## config.mk

```make
export PLATFORM = sky130hd
export DESIGN_NAME = lsb_serial_tx_flat
export DESIGN_NICKNAME = d
export VERILOG_FILES = /design/src/rtl/lsb_serial_tx_pkg.sv /design/src/rtl/lsb_serial_tx_if.sv /design/src/rtl/lsb_serial_tx.sv /design/src/flat_wrapper.sv
export SDC_FILE = /design/constraint.sdc
export NUM_CORES = 1
export LEC_CHECK = 0
export CORE_AREA = 3 3 49 51
export DETAILED_ROUTE_END_ITERATION = 6
export DIE_AREA = 0 0 52 54
export RECOVER_POWER = 100
export SLEW_MARGIN = 10
export SYNTH_ARGS = -nofsm -noshare
export SYNTH_HDL_FRONTEND = slang
export SYNTH_SLANG_ARGS = --single-unit
```

## constraint.sdc

```tcl
create_clock -name clk -period 2 [get_ports clk]
set_clock_uncertainty 0.2 [all_clocks]
set_input_delay 0.4 -clock clk [delete_from_list [all_inputs] [get_ports clk]]
set_output_delay 0.4 -clock clk [all_outputs]
set_load 0.1 [all_outputs]
```

## src/rtl/lsb_serial_tx_pkg.sv

```systemverilog
// Shared types for the LSB-first serial transmitter: FSM state encoding and default word width.
package serial_pkg;

  typedef enum logic [1:0] {
    IDLE  = 2'd0,
    SHIFT = 2'd1,
    PAR   = 2'd2
  } tx_state_t;

  localparam int DEFAULT_WIDTH = 8;

endpackage

```

## src/rtl/lsb_serial_tx_if.sv

```systemverilog
// Load and serial-beat handshake bundle for lsb_serial_tx.
// The slave modport is the transmitter view; master is the upstream/downstream environment.
interface lsb_serial_tx_if #(
  parameter int WIDTH = serial_pkg::DEFAULT_WIDTH
);

  logic [WIDTH-1:0] dataIn;
  logic             loadValid;
  logic             loadReady;
  logic             bitOut;
  logic             bitValid;
  logic             bitReady;
  logic             frameStart;
  logic             frameLast;

  modport master (
    output dataIn, loadValid, bitReady,
    input  loadReady, bitOut, bitValid, frameStart, frameLast
  );

  modport slave (
    input  dataIn, loadValid, bitReady,
    output loadReady, bitOut, bitValid, frameStart, frameLast
  );

endinterface

```

## src/rtl/lsb_serial_tx.sv

```systemverilog
// LSB-first bit-serial transmitter with frame start/last markers and zero-gap frame chaining.
// Optional trailing even-parity beat when LSB_SERIAL_TX_PARITY_EN is defined.
module lsb_serial_tx
  import serial_pkg::*;
#(
  parameter int WIDTH = DEFAULT_WIDTH
) (
  input  logic                 clk,
  input  logic                 rst,
  lsb_serial_tx_if.slave       bus
);

  localparam int             CW       = $clog2(WIDTH + 1);
  localparam logic [CW-1:0]  LAST_CNT = CW'(WIDTH - 1);
  localparam logic [CW-1:0]  CNT_ONE  = CW'(1'b1);

  tx_state_t        state_r;
  tx_state_t        state_s;
  logic [WIDTH-1:0] shift_r;
  logic [WIDTH-1:0] shift_s;
  logic [CW-1:0]    cnt_r;
  logic [CW-1:0]    cnt_s;
  logic             bit_out_r;
  logic             bit_out_s;
  logic             bit_valid_r;
  logic             bit_valid_s;
  logic             frame_start_r;
  logic             frame_start_s;
  logic             frame_last_r;
  logic             frame_last_s;
  logic             xfer_s;
  logic             load_ready_s;
  logic             load_s;

`ifdef LSB_SERIAL_TX_PARITY_EN
  logic par_r;
  logic par_s;

  function automatic logic even_parity(input logic [WIDTH-1:0] data);
    return ^data;
  endfunction
`endif

  assign xfer_s       = bit_valid_r & bus.bitReady;
  assign load_ready_s = (state_r == IDLE) | (xfer_s & frame_last_r);
  assign load_s       = bus.loadValid & load_ready_s;

  assign bus.loadReady  = load_ready_s;
  assign bus.bitOut     = bit_out_r;
  assign bus.bitValid   = bit_valid_r;
  assign bus.frameStart = frame_start_r;
  assign bus.frameLast  = frame_last_r;

  // FSM state register
  always_ff @(posedge clk) begin
    if (rst) begin
      state_r <= IDLE;
    end else begin
      state_r <= state_s;
    end
  end

  // FSM next-state logic; a load on the final beat chains straight into the next frame
  always_comb begin
    state_s = state_r;
    case (state_r)
      IDLE: begin
        if (load_s) state_s = SHIFT;
        else        state_s = IDLE;
      end
      SHIFT: begin
        if (xfer_s && (cnt_r == LAST_CNT)) begin
`ifdef LSB_SERIAL_TX_PARITY_EN
          state_s = PAR;
`else
          if (load_s) state_s = SHIFT;
          else        state_s = IDLE;
`endif
        end else begin
          state_s = SHIFT;
        end
      end
`ifdef LSB_SERIAL_TX_PARITY_EN
      PAR: begin
        if (xfer_s) begin
          if (load_s) state_s = SHIFT;
          else        state_s = IDLE;
        end else begin
          state_s = PAR;
        end
      end
`endif
      default: state_s = IDLE;
    endcase
  end

  // Datapath next values and the beat outputs implied by the next state
  always_comb begin
    shift_s       = shift_r;
    cnt_s         = cnt_r;
    bit_out_s     = 1'b0;
    bit_valid_s   = 1'b0;
    frame_start_s = 1'b0;
    frame_last_s  = 1'b0;
`ifdef LSB_SERIAL_TX_PARITY_EN
    par_s         = par_r;
`endif
    if (load_s) begin
      shift_s = bus.dataIn;
      cnt_s   = '0;
`ifdef LSB_SERIAL_TX_PARITY_EN
      par_s   = even_parity(bus.dataIn);
`endif
    end else if (xfer_s && (state_r == SHIFT)) begin
      shift_s = {1'b0, shift_r[WIDTH-1:1]};
      cnt_s   = cnt_r + CNT_ONE;
    end else begin
      shift_s = shift_r;
      cnt_s   = cnt_r;
    end
    bit_valid_s = (state_s != IDLE);
    case (state_s)
      SHIFT: begin
        bit_out_s     = shift_s[0];
        frame_start_s = (cnt_s == '0);
`ifdef LSB_SERIAL_TX_PARITY_EN
        frame_last_s  = 1'b0;
`else
        frame_last_s  = (cnt_s == LAST_CNT);
`endif
      end
`ifdef LSB_SERIAL_TX_PARITY_EN
      PAR: begin
        bit_out_s     = par_s;
        frame_start_s = 1'b0;
        frame_last_s  = 1'b1;
      end
`endif
      default: begin
        bit_out_s     = 1'b0;
        frame_start_s = 1'b0;
        frame_last_s  = 1'b0;
      end
    endcase
  end

  // Datapath and registered beat outputs
  always_ff @(posedge clk) begin
    if (rst) begin
      shift_r       <= '0;
      cnt_r         <= '0;
      bit_out_r     <= 1'b0;
      bit_valid_r   <= 1'b0;
      frame_start_r <= 1'b0;
      frame_last_r  <= 1'b0;
`ifdef LSB_SERIAL_TX_PARITY_EN
      par_r         <= 1'b0;
`endif
    end else begin
      shift_r       <= shift_s;
      cnt_r         <= cnt_s;
      bit_out_r     <= bit_out_s;
      bit_valid_r   <= bit_valid_s;
      frame_start_r <= frame_start_s;
      frame_last_r  <= frame_last_s;
`ifdef LSB_SERIAL_TX_PARITY_EN
      par_r         <= par_s;
`endif
    end
  end

endmodule
```

## src/flat_wrapper.sv

```systemverilog
// flat-port wrapper written by rule: the top's interface ports become plain ports
module lsb_serial_tx_flat import serial_pkg::*;
#(
  parameter int WIDTH = DEFAULT_WIDTH
)
  (clk, rst, bus_dataIn, bus_loadValid, bus_bitReady, bus_loadReady, bus_bitOut, bus_bitValid, bus_frameStart, bus_frameLast);
  lsb_serial_tx_if #(.WIDTH(WIDTH)) bus_i ();
  input  logic clk;
  input  logic rst;
  input wire logic [$bits(bus_i.dataIn)-1:0] bus_dataIn;
  input wire logic [$bits(bus_i.loadValid)-1:0] bus_loadValid;
  input wire logic [$bits(bus_i.bitReady)-1:0] bus_bitReady;
  output wire logic [$bits(bus_i.loadReady)-1:0] bus_loadReady;
  output wire logic [$bits(bus_i.bitOut)-1:0] bus_bitOut;
  output wire logic [$bits(bus_i.bitValid)-1:0] bus_bitValid;
  output wire logic [$bits(bus_i.frameStart)-1:0] bus_frameStart;
  output wire logic [$bits(bus_i.frameLast)-1:0] bus_frameLast;
  assign bus_i.dataIn = bus_dataIn;
  assign bus_i.loadValid = bus_loadValid;
  assign bus_i.bitReady = bus_bitReady;
  assign bus_loadReady = bus_i.loadReady;
  assign bus_bitOut = bus_i.bitOut;
  assign bus_bitValid = bus_i.bitValid;
  assign bus_frameStart = bus_i.frameStart;
  assign bus_frameLast = bus_i.frameLast;
  lsb_serial_tx #(.WIDTH(WIDTH)) u_core (.clk(clk), .rst(rst), .bus(bus_i));
endmodule
```

==> flow_metrics.env, run 1 <==
export IMPL_cp_max_fo=13
export IMPL_period_share_pct=93.4
export IMPL_track_usage_pct=15.0
export IMPL_wl_um=1780
export IMPL_status="complete, no violations"
export IMPL_whs_endpoint="u_core.shift_r[7]$_SDFFE_PP0P_"
export IMPL_period_minus_slack_ns=1.87
export IMPL_vdd_drop_max_mv=0.419
export IMPL_slew_headroom_pct=63.4
export IMPL_port_buffers=16
export IMPL_dp_slack_ns=-0.147
export IMPL_netlist_area_um2=766
export IMPL_die_h_um=54
export IMPL_finalSetupViolCount=0
export IMPL_synth_cell_types=27
export IMPL_hpwl_um=1320
export IMPL_fmax_mhz=535
export IMPL_synthTopCellsByArea="dfxtp_1 42%, a311oi_1 6.9%, nand2_1 5.9%"
export IMPL_cts_tree="yes"
export IMPL_cts_path_max_buffers=2
export IMPL_syn_instance_count=93
export IMPL_worstPathArrival_ns=1.27
export IMPL_drc_errors=0
export IMPL_dr_pass1_iters=5
export IMPL_final_max_slew_violation_count=0
export IMPL_n_fill_cell=190
export IMPL_min_from="u_core.shift_r[7]$_SDFFE_PP0P_"
export IMPL_rows=16
export IMPL_required_ns=1.40
export IMPL_max_slew_worst_pin_slew_ns=0.551
export IMPL_antenna_diode_count=0
export IMPL_synth_edf_count=0
export IMPL_r2r_slack_ns=0.23
export IMPL_min_path_type="flip-flop to flip-flop"
export IMPL_post_cts_buffers=0
export IMPL_h_tree_depth=1
export IMPL_layout_commonest_cell="dfxtp_1"
export IMPL_crit_path_start_kind="flip-flop"
export IMPL_dieArea_um2=2810
export IMPL_regArea_um2=325
export IMPL_grt_pass1_vias=712
export IMPL_place_area_um2=1060
export IMPL_vias_per_cell=5.05
export IMPL_grt_max_degree=15
export IMPL_r2r_end="u_core.bus.frameLast$_SDFF_PP0_"
export IMPL_wl_per_cell_um=12.5
export IMPL_syn_area_per_cell_um2=8.23
export IMPL_r2r_start="u_core.cnt_r[0]$_SDFF_PP0_"
export IMPL_maxCapViolations=0
export IMPL_path_clk_slew_ns=0.09
export IMPL_critPathCaptureType="output pin"
export IMPL_syn_nets=106
export IMPL_gp_congestion=0.854
export IMPL_antenna_found_initial=0
export IMPL_worstRegToRegCells=5
export IMPL_drive_gt1_share_pct=18.3
export IMPL_finalInstanceArea_um2=1010
export IMPL_vias=717
export IMPL_crit_type="flip-flop to output pin"
export IMPL_hold_violations=0
export IMPL_nets=129
export IMPL_area_growth_pct=31.9
export IMPL_drtIter0Drc=7
export IMPL_stdcell_count=142
export IMPL_ys_seq_area_share_pct=41.8
export IMPL_cts_made_buffers=3
export IMPL_fin_util_pct=50.9
export IMPL_insertion_delay_ns=0.28
export IMPL_grt_first_pass_wirelength_um=3110
export IMPL_ant_nets=0
export IMPL_grt_setup_unrepaired="no"
export IMPL_p_leak_nw=0.398
export IMPL_yosys_area_top_type="dfxtp_1"
export IMPL_async_flop_share_pct=0
export IMPL_fp_coreArea_um2=1980
export IMPL_multi_input_area_um2=397
export IMPL_synth_top_flop_cell="dfxtp_1"
export IMPL_hold_depth=2
export IMPL_worst_slack_ns=0.131
export IMPL_dp_cells=138
export IMPL_die_w_um=52
export IMPL_floorplan_initialDensity_pct=38.6
export IMPL_cts_root_buffer="clkbuf_4"
export IMPL_whs_ns=0.281
export IMPL_synth_top_area_share_pct=41.8
export IMPL_mostFrequentLayoutCells="14 x dfxtp_1, 12 x nand2_1, 10 x clkdlybuf4s50_1"
export IMPL_yosysWarnings=0
export IMPL_overflow=0
export IMPL_io_pins=17
export IMPL_cts_sinks=16
export IMPL_p_per_area_nw_per_um2=676
export IMPL_ys_seq_elements=16
==> cell type report <==
type                            count  share of cell area (%)
Clock buffer                        4                    2.60
Inverter                            2                   0.743
Multi-Input combinational cell     68                    39.3
Sequential cell                    16                    32.2
Tap cell                           27                    3.35
Timing Repair Buffer               25                    21.8
==> stage by stage <==
step	power (mW)	TNS (ns)
6_report	0.683	0
5_1_grt	0.720	0
4_1_cts	0.719	0
3_5_place_dp	0.542	-0.423
3_3_place_gp	0.541	-0.289
2_1_floorplan	0.461	0
==> synthesized netlist by cell type (2+ instances only) <==
| cell type | instances |
|---|---|
| a311oi_1 | 6 |
| nand3_1 | 8 |
| o21ai_0 | 2 |
| buf_2 | 4 |
| dfxtp_1 | 16 |
| mux2i_1 | 2 |
| xor2_1 | 2 |
| clkbuf_1 | 2 |
| a21oi_1 | 5 |
| nand2_1 | 12 |
| nor3_1 | 6 |
| inv_1 | 2 |
| or3_1 | 4 |
| nor2_1 | 9 |
==> routing by layer <==
layer	wire length (µm)	vias up	global-route usage, %
met4	10	0	8.30
met1	883	332	18.8
met5	0	-	0
met2	817	11	24.1
li1	-	372	-
met3	67	2	2.77
==> where the power goes <==
part           internal, mW  switching [mW]  leakage, nW
sequential            0.337          0.0141        0.132
combinational        0.0615          0.0961        0.251
clock                0.0773          0.0964       0.0150
total                 0.476           0.207        0.398
==> how the worst max path moves through the flow <==
stage / start / cells after the start / end / slack (ns)
6_report: u_core.bus.bitValid$_SDFF_PP0_ / 3 / bus_loadReady / 0.13
5_1_grt: u_core.bus.bitValid$_SDFF_PP0_ / 3 / bus_loadReady / 0.07
4_1_cts: u_core.bus.bitValid$_SDFF_PP0_ / 3 / bus_loadReady / 0.11
3_5_place_dp: bus_bitReady / 5 / u_core.bus.frameLast$_SDFF_PP0_ / -0.15
3_3_place_gp: bus_bitReady / 5 / u_core.bus.frameLast$_SDFF_PP0_ / -0.1
2_1_floorplan: u_core.bus.bitValid$_SDFF_PP0_ / 5 / u_core.bus.frameLast$_SDFF_PP0_ / 0.01
==> state kept, by name (all words and copies together) (netlist names) <==
name,cells
u_core.bus.bitOut,1
u_core.shift_r,8
u_core.bus.frameStart,1
u_core.cnt_r,4
u_core.bus.frameLast,1
u_core.bus.bitValid,1
==> what timing repair did <==
action,in CTS,in global routing
endpoints found under the hold margin,0,0
gates resized for setup,1,0
hold buffers,0,0
setup endpoints to repair,1,0
==> logic make-up after synthesis <==
kind of cell | after synthesis | share of synthesized area (%)
AOI/OAI and AO/OA | 17 | 16.2
muxes | 2 | 2.61
buffers and inverters | 9 | 6.05
DFF | 16 | 41.8
and+or+nand+nor | 45 | 28.3
adders and majority gates | 1 | 1.63
xor gates and xnor gates | 3 | 3.43
==> worst max-delay path: stages (launching register included) <==
cell and delay (ns):
dfxtp_4 0.43, a21bo_1 0.24, buf_4 0.14, buf_6 0.17
Note: power is estimated with default switching activity, not from simulation.
==> run 2, diff against run 1 <==
--- a/config.mk
+++ b/config.mk
@@ -9,7 +9,7 @@
 export DETAILED_ROUTE_END_ITERATION = 6
 export DIE_AREA = 0 0 52 54
 export RECOVER_POWER = 100
-export SLEW_MARGIN = 10
+export SLEW_MARGIN = 20
 export SYNTH_ARGS = -nofsm -noshare
 export SYNTH_HDL_FRONTEND = slang
 export SYNTH_SLANG_ARGS = --single-unit
==> results of run 2 <==
Final layout, timing and power as in run 1 (identical DEF).
==> run 3, diff against run 2 <==
--- a/config.mk
+++ b/config.mk
@@ -8,6 +8,7 @@
 export CORE_AREA = 3 3 49 51
 export DETAILED_ROUTE_END_ITERATION = 6
 export DIE_AREA = 0 0 52 54
+export HOLD_SLACK_MARGIN = 0.03
 export RECOVER_POWER = 100
 export SLEW_MARGIN = 20
 export SYNTH_ARGS = -nofsm -noshare
==> constraint.sdc (replaced) <==
create_clock -name clk -period 2 [get_ports clk]
set_clock_uncertainty 0.2 [all_clocks]
set_input_delay 0.5 -clock clk [delete_from_list [all_inputs] [get_ports clk]]
set_output_delay 0.5 -clock clk [all_outputs]
set_load 0.1 [all_outputs]
==> flow_metrics.env, run 3 (synthesis gave the netlist of run 1 again) <==
export IMPL_status="complete, no violations"
export IMPL_insertion_delay_ns=0.29
export IMPL_layout_commonest_cell="dfxtp_1"
export IMPL_fin_setup_tns_ns=0
export IMPL_drive_gt1_share_pct=17.4
export IMPL_crit_buf_inv=2
export IMPL_grt_setup_unrepaired="no"
export IMPL_largest_reg_flops=8
export IMPL_vias_per_cell=5.37
export IMPL_seqPwrFrac_pct=48.6
export IMPL_antenna_diode_count=0
export IMPL_p_clk_share_pct=29.5
export IMPL_fmax_mhz=524
export IMPL_crit_type="input pin to output pin"
export IMPL_n_fill_cell=196
export IMPL_worstPathArrival_ns=1.21
export IMPL_gp_congestion=0.836
export IMPL_min_path_type="flip-flop to flip-flop"
export IMPL_antenna_found_initial=0
export IMPL_holdBufCountCts=0
export IMPL_maxCapViolations=0
export IMPL_max_stage_delay_ns=0.29
export IMPL_nets=129
export IMPL_area_growth_pct=35.1
export IMPL_crit_chain="dlygate4sd2_1, a21bo_4, buf_6"
export IMPL_drc_errors=0
export IMPL_ant_nets=0
export IMPL_grt_first_pass_wirelength_um=3190
export IMPL_cts_tree="yes"
export IMPL_max_slew_worst_pin_slew_ns=0.544
export IMPL_crit_path_start_kind="input pin"
export IMPL_power_uw=727
export IMPL_grt_busiest_layer="met2"
export IMPL_required_ns=1.30
export IMPL_use_met2_pct=23.8
export IMPL_rows=16
export IMPL_drtIter0Drc=20
export IMPL_slew_headroom_pct=63.9
export IMPL_p_leak_nw=0.400
export IMPL_finalSetupViolCount=0
export IMPL_final_max_slew_violation_count=0
export IMPL_floorplan_initialDensity_pct=38.6
export IMPL_critPathCaptureType="output pin"
export IMPL_p_per_area_nw_per_um2=702
export IMPL_cts_sinks=16
export IMPL_dr_pass1_iters=4
export IMPL_use_met1_pct=20.2
export IMPL_track_usage_pct=15.5
export IMPL_dieArea_um2=2810
export IMPL_port_buffers=16
export IMPL_io_pins=17
export IMPL_vdd_drop_max_mv=0.388
export IMPL_cp_slowest_cell="dlygate4sd2_1"
export IMPL_pwr_share_comb_pct=21.9
export IMPL_hold_violations=0
export IMPL_p_int_uw=510
export IMPL_overflow=0
export IMPL_h_tree_depth=1
export IMPL_period_share_pct=95.4
export IMPL_grt_pass1_vias=695
export IMPL_period_minus_slack_ns=1.91
export IMPL_path_clk_slew_ns=0.09
export IMPL_power_switching_uw=216
export IMPL_wl_per_cell_um=13.2
export IMPL_cp_max_fo=5
export IMPL_fp_coreArea_um2=1980
export IMPL_vias=763
export IMPL_grt_max_degree=15
export IMPL_mostFrequentLayoutCells="15 x dfxtp_1, 12 x nand2_1, 10 x clkdlybuf4s50_1"
export IMPL_cts_path_max_buffers=2
export IMPL_hpwl_um=1390
export IMPL_cts_made_buffers=3
export IMPL_die_h_um=54
export IMPL_critPathTopFamily="buffers and inverters"
export IMPL_wl_um=1880
export IMPL_grt_use_met3_pct=3.60
export IMPL_die_w_um=52
export IMPL_top_regs="u_core.shift_r (8), u_core.cnt_r (4)"
export IMPL_p_sw_share_pct=29.8
export IMPL_max_flop_register="u_core.shift_r"
export IMPL_cts_root_buffer="clkbuf_4"
## run 3: per-stage QoR
| step | setup slack [ns] | cells | instance area, µm² | util, % | hold WS (ns) |
|---|---|---|---|---|---|
| finish | 0.0924 | 142 | 1030 | 52.2 | 0.279 |
| detailed placement | -0.272 | 138 | 1050 | 53.0 | 0.271 |
| global placement | -0.205 | 138 | 1050 | 53.0 | 0.262 |
| global route | 0.0683 | 142 | 1030 | 52.2 | 0.316 |
| CTS | 0.102 | 142 | 1080 | 54.7 | 0.286 |
| floorplan | 0.0118 | 93 | 777 | - | 0.248 |
## run 3: routing by layer
layer / part of all wire, % / vias up
met2: 45 / 21
met1: 49 / 368
li1: - / 372
met3: 4.8 / 2
met5: 0 / -
met4: 1.1 / 0
## run 3: power groups by stage
stage | Clock [mW] | Sequential [mW] | Combinational, mW
after floorplan | 0 | 0.386 | 0.0748
after global placement | 0 | 0.362 | 0.174
after detailed placement | 0 | 0.362 | 0.176
after CTS | 0.223 | 0.355 | 0.176
after global routing | 0.240 | 0.356 | 0.171
final | 0.215 | 0.353 | 0.159
## run 3: final cells by class
class	instances	area [µm²]	area share, %
clock buffers	4	36.3	3.51
inverters	2	7.51	0.726
multi-input cells	68	403	38.9
flip-flops and latches	16	324	31.3
well taps	27	33.8	3.26
repair buffers	25	230	22.2
## run 3: worst reg2reg max path: cells and delay by family (launching register included)
| kind | cells | cell delay [ns] |
|---|---|---|
| fa+ha+maj | 1 | 0.31 |
| compound gates | 2 | 0.31 |
| flops | 1 | 0.48 |
| simple gates | 2 | 0.40 |
## run 3: final timing paths
| path | from | endpoint | slack [ns] | depth (start not counted) |
|---|---|---|---|---|
| worst max register to register | u_core.cnt_r[0]$_SDFF_PP0_ | u_core.bus.frameStart$_SDFF_PP0_ | 0.20 | 5 |
| worst max-delay path | bus_bitReady | bus_loadReady | 0.09 | 3 |
| worst min register to register | u_core.shift_r[7]$_SDFFE_PP0P_ | u_core.shift_r[7]$_SDFFE_PP0P_ | 0.28 | 2 |
| worst min-delay path | u_core.shift_r[7]$_SDFFE_PP0P_ | u_core.shift_r[7]$_SDFFE_PP0P_ | 0.28 | 2 |
## run 3: timing repair
action                     in CTS  in global routing
setup endpoints to repair       1                  0
gates resized for setup         1                  0
setup buffers                   0                  0
